### config.mk
export PLATFORM = sky130hd
export DESIGN_NAME = instr_sequencer
export DESIGN_NICKNAME = d
export VERILOG_FILES = /design/src/rtl/instr_sequencer.sv
export SDC_FILE = /design/constraint.sdc
export NUM_CORES = 1
export LEC_CHECK = 0
export ABC_CLOCK_PERIOD_IN_PS = 1800
export CORE_MARGIN = 1.5
export CORE_UTILIZATION = 45
export CTS_CLUSTER_DIAMETER = 100
export DETAILED_ROUTE_END_ITERATION = 12
export GPL_TIMING_DRIVEN = 0
export PLACE_DENSITY = 0.75
export SLEW_MARGIN = 10
export SYNTH_ARGS = -nofsm -noshare
export SYNTH_HDL_FRONTEND = slang
export SYNTH_SLANG_ARGS = --single-unit
### constraint.sdc
create_clock -name clk -period 1.8 [get_ports clk]
set_input_delay 0.18 -clock clk [delete_from_list [all_inputs] [get_ports clk]]
set_output_delay 0.18 -clock clk [all_outputs]
set_load 0.01 [all_outputs]
### src/rtl/instr_sequencer.sv
// Multi-cycle FETCH/DECODE/EXECUTE/MEMORY/WRITEBACK control sequencer for the RV32I core.
// Optional memory-ack watchdog is enabled by defining SEQ_MEM_TIMEOUT_EN.
module instr_sequencer #(
  parameter int CNT_W          = 64,
  parameter int TIMEOUT_CYCLES = 255,
  parameter int TMO_W          = 8
) (
  input  logic             clk,
  input  logic             rst,
  input  logic             run,
  input  logic             stall,
  input  logic [6:0]       opcode,
  output logic             mem_req,
  output logic             mem_we,
  input  logic             mem_ack,
  output logic             ir_en,
  output logic             pc_en,
  output logic             rf_we,
  output logic [2:0]       stage,
  output logic             busy,
  output logic [CNT_W-1:0] retired,
  output logic             fault
);

  localparam logic [2:0] S_IDLE      = 3'd0;
  localparam logic [2:0] S_FETCH     = 3'd1;
  localparam logic [2:0] S_DECODE    = 3'd2;
  localparam logic [2:0] S_EXECUTE   = 3'd3;
  localparam logic [2:0] S_MEMORY    = 3'd4;
  localparam logic [2:0] S_WRITEBACK = 3'd5;
  localparam logic [2:0] S_FAULT     = 3'd6;

  localparam logic [6:0] OP_LOAD   = 7'b0000011;
  localparam logic [6:0] OP_STORE  = 7'b0100011;
  localparam logic [6:0] OP_BRANCH = 7'b1100011;

  // Reject configurations whose wait counter could never reach the limit.
  if (TIMEOUT_CYCLES < 1 || TIMEOUT_CYCLES >= 2**TMO_W) begin : g_bad_cfg
    $error("instr_sequencer: TIMEOUT_CYCLES must be >= 1 and < 2**TMO_W");
  end

  logic [2:0] state_q;
  logic [2:0] state_d;
  logic       is_store;
  logic       is_mem_op;
  logic       no_rf_write;
  logic       mem_wait;
  logic       timeout_hit;
  logic       retire;

  assign is_store    = (opcode == OP_STORE);
  assign is_mem_op   = (opcode == OP_LOAD) || is_store;
  assign no_rf_write = is_store || (opcode == OP_BRANCH);
  assign mem_wait    = ((state_q == S_FETCH) || (state_q == S_MEMORY)) && !mem_ack;
  assign retire      = (state_q == S_WRITEBACK) && !stall;

`ifdef SEQ_MEM_TIMEOUT_EN
  localparam logic [TMO_W-1:0] TMO_LAST = TMO_W'(TIMEOUT_CYCLES - 1);

  logic [TMO_W-1:0] wait_q;

  // The cycle holding TMO_LAST is the TIMEOUT_CYCLES-th unacknowledged cycle.
  assign timeout_hit = mem_wait && (wait_q == TMO_LAST);

  always_ff @(posedge clk or negedge rst) begin
    if (!rst) begin
      wait_q <= '0;
    end else if (mem_wait && !timeout_hit) begin
      wait_q <= wait_q + 1'b1;
    end else begin
      wait_q <= '0;
    end
  end

  assign fault = (state_q == S_FAULT);
`else
  assign timeout_hit = 1'b0;
  assign fault       = 1'b0;
`endif

  always_comb begin
    state_d = state_q;
    case (state_q)
      S_IDLE: begin
        if (run) state_d = S_FETCH;
      end
      S_FETCH: begin
        if (mem_ack)          state_d = S_DECODE;
        else if (timeout_hit) state_d = S_FAULT;
      end
      S_DECODE: begin
        if (!stall) state_d = S_EXECUTE;
      end
      S_EXECUTE: begin
        if (!stall) state_d = is_mem_op ? S_MEMORY : S_WRITEBACK;
      end
      S_MEMORY: begin
        if (mem_ack)          state_d = S_WRITEBACK;
        else if (timeout_hit) state_d = S_FAULT;
      end
      S_WRITEBACK: begin
        if (!stall) state_d = run ? S_FETCH : S_IDLE;
      end
      S_FAULT: begin
        state_d = S_FAULT;
      end
      default: begin
        state_d = S_IDLE;
      end
    endcase
  end

  always_ff @(posedge clk or negedge rst) begin
    if (!rst) begin
      state_q <= S_IDLE;
    end else begin
      state_q <= state_d;
    end
  end

  always_ff @(posedge clk or negedge rst) begin
    if (!rst) begin
      retired <= '0;
    end else if (retire) begin
      retired <= retired + 1'b1;
    end
  end

  // Everything except ir_en and the stall gating is a pure decode of the state.
  assign stage   = state_q;
  assign busy    = (state_q != S_IDLE);
  assign mem_req = (state_q == S_FETCH) || (state_q == S_MEMORY);
  assign mem_we  = (state_q == S_MEMORY) && is_store;
  assign ir_en   = (state_q == S_FETCH) && mem_ack;
  assign pc_en   = retire;
  assign rf_we   = retire && !no_rf_write;

endmodule

==> results.md <==
- Die width: 90.7 µm
- Crit end category: register
- Mean Syn Cell Area: 10.4 µm²
- Final number of hold-violating endpoints: 0
- Arrival @ worst endpoint: 2170 ps
- Netlist Area Pre-Place: 3460 µm²
- DR iter-0 viols: 170
- Commonest non-fill, non-tap cell in the layout: clkdlybuf4s50_1
- Number of max-cap violations: 0
- Wire length per cell: 16.9 µm
- Final nets: 516
- CTS tree: built
- # port buffers: 84
- Max Root-Sink Buffers: 2
- Post-Synthesis Cells: 333
- RSZ-0062 raised after global routing: true
- Area Growth Syn to Fin: 63.8%
- CTS clk-pin slew, worst paths: 70 ps
- IO Count: 86
- Setup Viol. Count Final: 24
- Share of layout cells above drive strength 1: 0.360
- Setup WS post-layout: -141 ps
- DR vias: 3,297
- Post-synthesis sequential area ratio: 0.484
- Synth warn: 0
- H-Tree Depth: 3
- Die Y: 90.7 µm
- Syn_nets: 346
- DRC violations left: 0
- Initial antenna violation count: 0
- Core Box Area: 7370 µm²
- Clock root buffer master: clkbuf_8
- Placement Rows: 31
- IR drop worst, VDD: 0.911 mV
- Most frequent cells in the layout: 77 x clkdlybuf4s50_1, 65 x buf_4, 49 x dfrtp_1
- Initial Utilization: 0.470
- GRT Overall Usage: 0.232
- Pre-Repair DR Iteration Count: 4
- Crit path required time: 2030 ps
- Largest net degree at the start of global routing: 44
- Placer congestion estimate: 0.873
- Final ANT Viol Nets: 0
- Max Clock Skew: 16.6 ps
- Crit path launch: retired[12]
- Clock Sinks: 67
- Tcrit/Tclk final: 1.08
- CTS buffer count: 9
- Crit-path max FO: 4
- Setup TNS: -1490 ps
- Latest clock arrival within the worst-skew pair: 350 ps
- First-pass GRT wire length: 15,200 µm
- Vias in the first global route: 3,120
- Post-synth top area share: 0.484
- Pleak: 2.77 nW
- CP startpoint kind: register
- Min Tclk post-route: 1940 ps
- Slew Limit Fails: 0
- Peak Freq: 0.515 GHz
- Synth cell types: 44
- Tot Pwr: 3.94 mW
- Flops & latches, synth: 67
- Cell taking the most area after synthesis: dfrtp_1
- Hpwl dp: 5790 µm
- Status: finished with violations
- Via-to-Cell Ratio: 5.43
- HP Class: input pin to async pin
- Crit Path Category: register to register
- GR Overflow Total: 0
- Failing checks: negative setup slack
- Largest cells by area after synthesis: dfrtp_1 48%, xnor2_1 8.1%, xor2_1 8.1%
- Reg-to-reg startpoint: retired[12]
- Pwr Density: 695 nW/µm²
- Final wirelength: 10,300 µm
- Die area: 8230 µm²
- Diodes inserted: 0
[state kept, by name, indices dropped and copies added, names as in the netlist]
register  flops
stage         3
retired      64
[metrics by stage]
stage / hold slack, ps / cells / instance area, µm² / worst slack, ps / util
after floorplan: -116 / 333 / 3470 / -7.25 / -
after global placement: 457 / 516 / 4440 / -1900 / 0.602
after detailed placement: 108 / 517 / 4450 / -528 / 0.604
after CTS: 277 / 563 / 5170 / -71.7 / 0.702
after global routing: 312 / 607 / 5680 / -282 / 0.770
final: 280 / 607 / 5680 / -141 / 0.770
[Yosys cell counts]
master / number
buf_6: 3
conb_1: 1
nand4bb_1: 1
or2_2: 2
a31o_2: 1
nand4_2: 3
and3_1: 3
nand4b_1: 1
nand2b_1: 1
xor2_1: 32
nor4_2: 3
nor3b_1: 1
clkbuf_1: 3
inv_1: 10
or3_1: 2
mux2_2: 1
a21o_1: 1
dfrtp_1: 67
buf_2: 1
o21ai_0: 4
and4bb_4: 1
nor2_1: 29
nor4_1: 11
and2_1: 1
xnor2_1: 32
nand3_4: 1
nand3b_1: 2
nand2_1: 29
or2_1: 1
nor3_1: 13
and4_1: 2
a21oi_1: 3
buf_4: 1
nor3_4: 1
nand4_1: 20
nand3_1: 28
nor2b_1: 1
nor4_4: 3
a32o_1: 1
ha_1: 1
nand3_2: 1
nor3_2: 8
a211oi_1: 1
or4_4: 1
[power by group]
| group | switching (mW) | internal (mW) | total [mW] | leakage (nW) |
|---|---|---|---|---|
| sequential | 0.0559 | 1.57 | 1.63 | 0.856 |
| combinational | 0.445 | 0.499 | 0.944 | 1.81 |
| clock | 0.595 | 0.777 | 1.37 | 0.103 |
[metal layers]
layer	wire (µm)	global-route usage	part of all wire	vias up
li1	-	-	-	1514
met1	4120	0.284	0.40	1645
met2	5420	0.392	0.53	115
met3	431	0.0396	0.042	23
met4	297	0.115	0.029	0
met5	0	0	0	-
[cell families (layout without fill, tap and decap cells)]
logic type / after synthesis / count (layout) / synth area share
compound gates: 11 / 11 / 0.0199
xor+xnor: 64 / 64 / 0.162
fa+ha+maj: 1 / 1 / 0.00361
buf+inv: 18 / 193 / 0.0274
flops: 67 / 67 / 0.484
mux: 1 / 1 / 0.00325
other cells: 1 / 1 / 0.00108
simple gates: 170 / 170 / 0.299
[critical path, stage by stage (launching register included)]
cell and delay [ps]:
dfrtp_2 370, nand4_1 130, buf_6 160, or4_4 460, and4bb_4 420, nand4_1 130
xnor2_1 150
[worst paths after layout]
| path | to | slack (ps) | cells past startpoint |
|---|---|---|---|
| setup reg to reg | retired[39] | -140 | 6 |
| min in group clk | retired[63] | 470 | 1 |
| max in group asynchronous | retired[17] | 950 | 3 |
| setup / recovery | retired[39] | -140 | 6 |
| hold / removal | retired[43] | 280 | 2 |
| hold reg to reg | retired[63] | 470 | 1 |
[layout make-up]
class                           instances  area [µm²]
Buffer                                  7        67.6
Clock buffer                           11         131
Clock inverter                          5        77.6
Fill cell                             446        1690
Inverter                               10        40.0
Multi-Input combinational cell        248        2060
Sequential cell                        67        1700
Tap cell                               99         124
Timing Repair Buffer                  160        1480
[what timing repair did]
item                       4_1_cts  5_1_grt
hold buffers                     1        0
hold endpoints to repair        24        0
setup endpoints to repair       41       46
pin swaps                       20       45
buffers inserted                27       46
cloned                           2        0
gates resized for setup         62       56
No activity file was read; power rests on OpenSTA's default activity.
